`config.mk`:
```
export PLATFORM = sky130hd
export DESIGN_NAME = adbg_cpu_arbiter
export DESIGN_NICKNAME = d
export VERILOG_FILES = /design/src/rtl/adbg_arb_pkg.sv /design/src/rtl/adbg_rr_picker.sv /design/src/rtl/adbg_cpu_arbiter.sv
export SDC_FILE = /design/constraint.sdc
export NUM_CORES = 1
export LEC_CHECK = 0
export BUFFER_PORTS_ARGS = -buffer_cell sky130_fd_sc_hd__buf_4
export CAP_MARGIN = 10
export CELL_PAD_IN_SITES_DETAIL_PLACEMENT = 0
export CELL_PAD_IN_SITES_GLOBAL_PLACEMENT = 1
export CORE_MARGIN = 1.5
export CORE_UTILIZATION = 33
export CTS_CLUSTER_SIZE = 20
export DETAILED_ROUTE_END_ITERATION = 10
export PLACE_DENSITY_LB_ADDON = 0.3
export SLEW_MARGIN = 20
export SYNTH_ARGS = -nofsm -noshare
export SYNTH_HDL_FRONTEND = slang
export SYNTH_SLANG_ARGS = --single-unit
```
`constraint.sdc`:
```
create_clock -name cpu_clk_i -period 3.5 [get_ports cpu_clk_i]
set_clock_uncertainty 0.1 [all_clocks]
set_input_delay 0.175 -clock cpu_clk_i [delete_from_list [all_inputs] [get_ports cpu_clk_i]]
set_output_delay 0.175 -clock cpu_clk_i [all_outputs]
set_load 0.05 [all_outputs]
```
`src/rtl/adbg_arb_pkg.sv`:
```
// Shared types and constants for the debug-bus CPU arbiter.
package adbg_arb_pkg;

    // Arbiter transaction phases.
    typedef enum logic [1:0] {
        ST_IDLE = 2'd0,
        ST_BUSY = 2'd1,
        ST_RESP = 2'd2
    } arb_state_e;

    // Bus wait, in cycles, before a transfer is aborted with an error.
    localparam int DEFAULT_TIMEOUT = 255;

    // Largest requester count the 4-bit select output can address.
    localparam int MAX_CORES = 16;

    // Width of a requester index; at least one bit even for a single core.
    function automatic int idx_width(input int n);
        return (n > 1) ? $clog2(n) : 1;
    endfunction

endpackage

```
`src/rtl/adbg_rr_picker.sv`:
```
// Round-robin picker: first asserted request strictly after ptr, wrapping.
module adbg_rr_picker
    import adbg_arb_pkg::*;
#(
    parameter int NB_CORES = 4,
    localparam int IW = idx_width(NB_CORES)
) (
    input  logic [NB_CORES-1:0] req,
    input  logic [IW-1:0]       ptr,
    output logic                valid,
    output logic [IW-1:0]       idx
);

    // Scan offsets from farthest to nearest so the nearest hit wins.
    always_comb begin
        int cand;
        logic [IW-1:0] cand_idx;
        valid    = 1'b0;
        idx      = '0;
        cand     = 0;
        cand_idx = '0;
        for (int off = NB_CORES; off >= 1; off--) begin
            // ptr < NB_CORES and off <= NB_CORES, so one subtraction wraps.
            cand = int'(ptr) + off;
            if (cand >= NB_CORES) cand = cand - NB_CORES;
            cand_idx = IW'(cand);
            if (req[cand_idx]) begin
                valid = 1'b1;
                idx   = cand_idx;
            end
        end
    end

endmodule

```
`src/rtl/adbg_cpu_arbiter.sv`:
```
// Arbitrates NB_CORES SPR requesters onto one shared debug bus.
// One transfer at a time: IDLE picks, BUSY drives the bus, RESP acks.
module adbg_cpu_arbiter
    import adbg_arb_pkg::*;
#(
    parameter int NB_CORES       = 4,
    parameter int TIMEOUT_CYCLES = DEFAULT_TIMEOUT
) (
    input  logic                      cpu_clk_i,
    input  logic                      cpu_rst_i,
    input  logic [NB_CORES-1:0]       req_stb_i,
    input  logic [NB_CORES-1:0]       req_we_i,
    input  logic [NB_CORES-1:0][15:0] req_addr_i,
    input  logic [NB_CORES-1:0][31:0] req_data_i,
    output logic [NB_CORES-1:0]       req_ack_o,
    output logic [NB_CORES-1:0]       req_err_o,
    output logic [31:0]               req_data_o,
    output logic                      bus_stb_o,
    output logic                      bus_we_o,
    output logic [15:0]               bus_addr_o,
    output logic [31:0]               bus_data_o,
    output logic [3:0]                bus_sel_o,
    input  logic [31:0]               bus_data_i,
    input  logic                      bus_ack_i
);

    localparam int          IW       = idx_width(NB_CORES);
    localparam logic [15:0] LAST_CNT = 16'(TIMEOUT_CYCLES - 1);

    arb_state_e    state;
    logic [IW-1:0] rr_ptr;
    logic [IW-1:0] grant;
    logic [15:0]   count;
    logic          err_flag;

    logic          pick_vld;
    logic [IW-1:0] pick_idx;

    adbg_rr_picker #(
        .NB_CORES (NB_CORES)
    ) u_picker (
        .req   (req_stb_i),
        .ptr   (rr_ptr),
        .valid (pick_vld),
        .idx   (pick_idx)
    );

    // Transaction FSM; every output is a register so the bus sees clean levels.
    // The completion pulse is loaded on entry to RESP so it is visible exactly
    // during the RESP cycle, and the requester's strobe is already low when
    // IDLE samples again.
    always_ff @(posedge cpu_clk_i or posedge cpu_rst_i) begin
        if (cpu_rst_i) begin
            state      <= ST_IDLE;
            rr_ptr     <= IW'(NB_CORES - 1);
            grant      <= '0;
            count      <= '0;
            err_flag   <= 1'b0;
            req_ack_o  <= '0;
            req_err_o  <= '0;
            req_data_o <= '0;
            bus_stb_o  <= 1'b0;
            bus_we_o   <= 1'b0;
            bus_addr_o <= '0;
            bus_data_o <= '0;
            bus_sel_o  <= '0;
        end else begin
            req_ack_o <= '0;
            req_err_o <= '0;
            case (state)
                ST_IDLE: begin
                    // Only the winner's fields are captured.
                    if (pick_vld) begin
                        grant      <= pick_idx;
                        bus_we_o   <= req_we_i[pick_idx];
                        bus_addr_o <= req_addr_i[pick_idx];
                        bus_data_o <= req_data_i[pick_idx];
                        bus_sel_o  <= 4'(pick_idx);
                        bus_stb_o  <= 1'b1;
                        count      <= '0;
                        state      <= ST_BUSY;
                    end
                end
                ST_BUSY: begin
                    // An ack in the last allowed cycle still counts as success.
                    if (bus_ack_i) begin
                        req_data_o       <= bus_data_i;
                        err_flag         <= 1'b0;
                        req_ack_o[grant] <= 1'b1;
                        bus_stb_o        <= 1'b0;
                        state            <= ST_RESP;
                    end else if (count == LAST_CNT) begin
                        req_data_o       <= '0;
                        err_flag         <= 1'b1;
                        req_ack_o[grant] <= 1'b1;
                        req_err_o[grant] <= 1'b1;
                        bus_stb_o        <= 1'b0;
                        state            <= ST_RESP;
                    end else begin
                        count <= count + 16'd1;
                    end
                end
                ST_RESP: begin
                    // The next search starts just past the core served now.
                    rr_ptr <= grant;
                    state  <= ST_IDLE;
                end
                default: begin
                    state <= ST_IDLE;
                end
            endcase
        end
    end

endmodule

```
==> flow_summary.ini <==
[outcome]
outcome = completed

[finish]
drive_gt1_frac = 0.485
layout.area.seq_mm2 = 0.00281
multi_input_comb_area_mm2 = 0.00285
n_antenna_cell = 0
num-fill-cells = 1517
final_area_mm2 = 0.00914
utilization = 0.525
fin_nets = 1072
syn2layout_area_growth_pct = 54.1

[drt]
drt_iter0_drc = 140
wl_um = 18800
wl_per_cell_um = 17.6
ant_nets = 0
viasPerCell = 5.06
route.detailed.drc = 0
num_vias = 5386
firstDrtPassIters = 4

[worst_setup_path]
path_max_fanout = 29
slowest_stage = or2_2
required_ns = 3.60
crit_path_end_kind = register
crit_chain = a211o_2 > or2_2 > buf_12 > o221ai_2
start_kind = register
critPathKind = reg -> reg
cp_slowest_stage_delay_ns = 0.75
cp.arrival_ns = 2.47

[timing]
tightest_slew_ns = 0.824
fin_crit_ns = 2.37
rsz0062_at_grt = false
hold_viol = 0
fin_crit_sh = 0.676
fin_tns_setup_ns = 0
fmax_mhz = 423
relSlewSlack = 0.451
final_max_slew_viol_count = 0
setup_viol = 0

[floorplan]
core-area_mm2 = 0.0174
rows = 48
io_pins = 329
die-area_mm2 = 0.0188
start_util = 0.340
die_h_um = 137
dieWidth_um = 137

[synth]
netlist_instances = 496
synth_area_per_cell_um2 = 12.0
synth.distinct_cells = 52
synth_edf_count = 0
synth_seq_area_share = 0.473
async_flop_share = 1.00
syn_area_mm2 = 0.00593
synth_seq_cells = 112
yosysWarnings = 0
synthFlopType = dfrtp_1

[clocking]
cts_tree = built
cts_buffer_depth = 2
cts_setup_buffers = 0
cts_buffers = 9
htreeDepth = 3
root_buffer = clkbuf_16
clk_pin_slew_ns = 0.08
clkLatencyLatePin_ns = 0.35
cts.sinks = 112

[pwr]
p_leak_nw = 4.58
combPwrFrac = 0.601
internal_power_w = 0.00410
powerDensity_mw_per_mm2 = 885
power.share.clock = 0.130
sw_frac_of_total = 0.493
peakVddDrop_v = 0.000437
seqPwrFrac = 0.270
total_power_w = 0.00809
switching_power_w = 0.00398

[global_routing]
grt_pass1_wl_um = 28500
overflow = 0
grt_max_degree = 75
grt_use_total = 0.197
antenna_found_initial = 0
grt_pass1_vias = 5685

[placement]
numPortBuffers = 326
gp_congestion = 0.818
place_area_mm2 = 0.00850
hpwl_um = 14200

[job]
drv_cap = 0

[min_path]
hold_path_class = in -> reg
metal layers:
layer	global-route usage	part of all wire	up-vias
met5	0	0	-
met4	0.0795	0.028	0
met3	0.0389	0.060	33
met2	0.370	0.54	202
met1	0.214	0.37	2614
li1	-	-	2537
flip-flops by register name (all words and copies together) (netlist names):
name,flops
bus_addr_o,16
bus_data_o,32
bus_stb_o,1
bus_we_o,1
count,16
grant,2
req_ack_o,4
req_data_o,32
req_err_o,4
rr_ptr,2
state,2
cells in the final DEF (no fill, tap or decap), drive strengths merged, types with 2 or more instances in the layout:
master | Yosys | final
dfstp | 2 | 2
o31ai | 3 | 3
xnor2 | 2 | 2
a22o | 32 | 32
nand3 | 6 | 6
o211ai | 2 | 2
o21ai | 7 | 7
nor3b | 2 | 2
nand2b | 6 | 6
o221ai | 50 | 50
dlygate4sd3 | 0 | 33
ha | 2 | 2
mux2i | 102 | 102
nand2 | 66 | 66
nor4 | 2 | 2
inv | 6 | 8
buf | 27 | 334
a21oi | 5 | 5
nor2b | 2 | 2
nor3 | 7 | 7
mux2 | 3 | 3
xor2 | 2 | 2
and4 | 2 | 2
clkinvlp | 0 | 3
clkbuf | 13 | 9
nand4 | 4 | 4
dfrtp | 110 | 110
a21o | 3 | 3
or2 | 3 | 3
nor2 | 14 | 14
conb | 1 | 2
cells by family (layout without fill, tap and decap cells):
group / Yosys count / after routing / synth area share
DFF: 112 / 112 / 0.473
and+or+nand+nor: 118 / 118 / 0.0929
xor gates and xnor gates: 4 / 4 / 0.00591
AOI/OAI and AO/OA: 108 / 108 / 0.194
other: 1 / 2 / 0.000633
adders and majority gates: 2 / 2 / 0.00422
muxes: 105 / 105 / 0.178
buffers and inverters: 46 / 389 / 0.0515
final timing paths:
| check | from | to | slack (ns) | depth (start not counted) |
|---|---|---|---|---|
| setup reg to reg | state[1] | bus_addr_o[6] | 1.13 | 4 |
| hold reg to reg | count[15] | count[15] | 0.38 | 1 |
| hold / removal | req_addr_i[32] | bus_addr_o[0] | 0.04 | 3 |
| setup / recovery | state[1] | bus_addr_o[6] | 1.13 | 4 |
| max in group asynchronous | cpu_rst_i | req_data_o[24] | 2.14 | 4 |
| min in group asynchronous | cpu_rst_i | req_data_o[1] | 0.35 | 3 |
area by class of cell:
class	count	share of cell area
Clock inverter	7	0.00863
Inverter	6	0.00274
Sequential cell	112	0.307
Tap cell	225	0.0308
Clock buffer	9	0.0247
Multi-Input combinational cell	339	0.311
Timing Repair Buffer	367	0.315
cell usage after synthesis (2+ instances only):
library cell	instances	area, um2
buf_2	4	20.0
o21ai_1	4	20.0
mux2i_1	102	1020
a21o_1	3	22.5
xor2_1	2	17.5
o221ai_2	40	601
or2_1	2	12.5
clkbuf_1	13	48.8
nand3_1	5	25.0
dfrtp_1	110	2750
nor3_1	6	30.0
nor2b_1	2	12.5
nand2_1	65	244
a22o_1	32	280
nor4_1	2	12.5
dfstp_2	2	52.6
a21oi_1	5	25.0
buf_6	8	90.1
and4_1	2	17.5
buf_8	2	30.0
ha_1	2	25.0
buf_4	12	90.1
o221ai_1	10	87.6
inv_1	5	18.8
nor2_1	14	52.6
mux2_2	2	22.5
o31ai_1	3	22.5
xnor2_1	2	17.5
nand2b_1	6	37.5
nand4_1	4	25.0
o21ai_0	3	15.0
o211ai_1	2	15.0
through the flow:
step / worst slack (ns) / hold slack (ns) / std cells
detailed placement: 0.967 / 0.197 / 1016
floorplan: 0.269 / 0.208 / 497
CTS: 1.12 / 0.0227 / 1065
finish: 1.13 / 0.0377 / 1065
global placement: 1.05 / 0.192 / 1016
global route: 0.989 / 0.0372 / 1065
worst max-delay path, delay by kind of cell (launching register included):
family          cells  cell delay (ns)
simple gates        1             0.75
flops               1             0.46
compound gates      2             0.60
buf+inv             1             0.29
power groups by stage:
stage / logic (W) / clock network (W) / registers, W
after CTS: 0.00490 / 0.00109 / 0.00218
after global placement: 0.00479 / 0 / 0.00219
after floorplan: 0.00188 / 0 / 0.00378
final: 0.00486 / 0.00105 / 0.00218
after detailed placement: 0.00488 / 0 / 0.00219
after global routing: 0.00512 / 0.00114 / 0.00225
timing repair:
| item | 4_1_cts | 5_1_grt |
|---|---|---|
| hold endpoints to repair | 76 | 0 |
| hold buffers | 33 | 0 |
| endpoints found under the setup margin | 0 | 0 |
| resized for setup | 0 | 0 |
No activity file was read; power rests on OpenSTA's default activity.
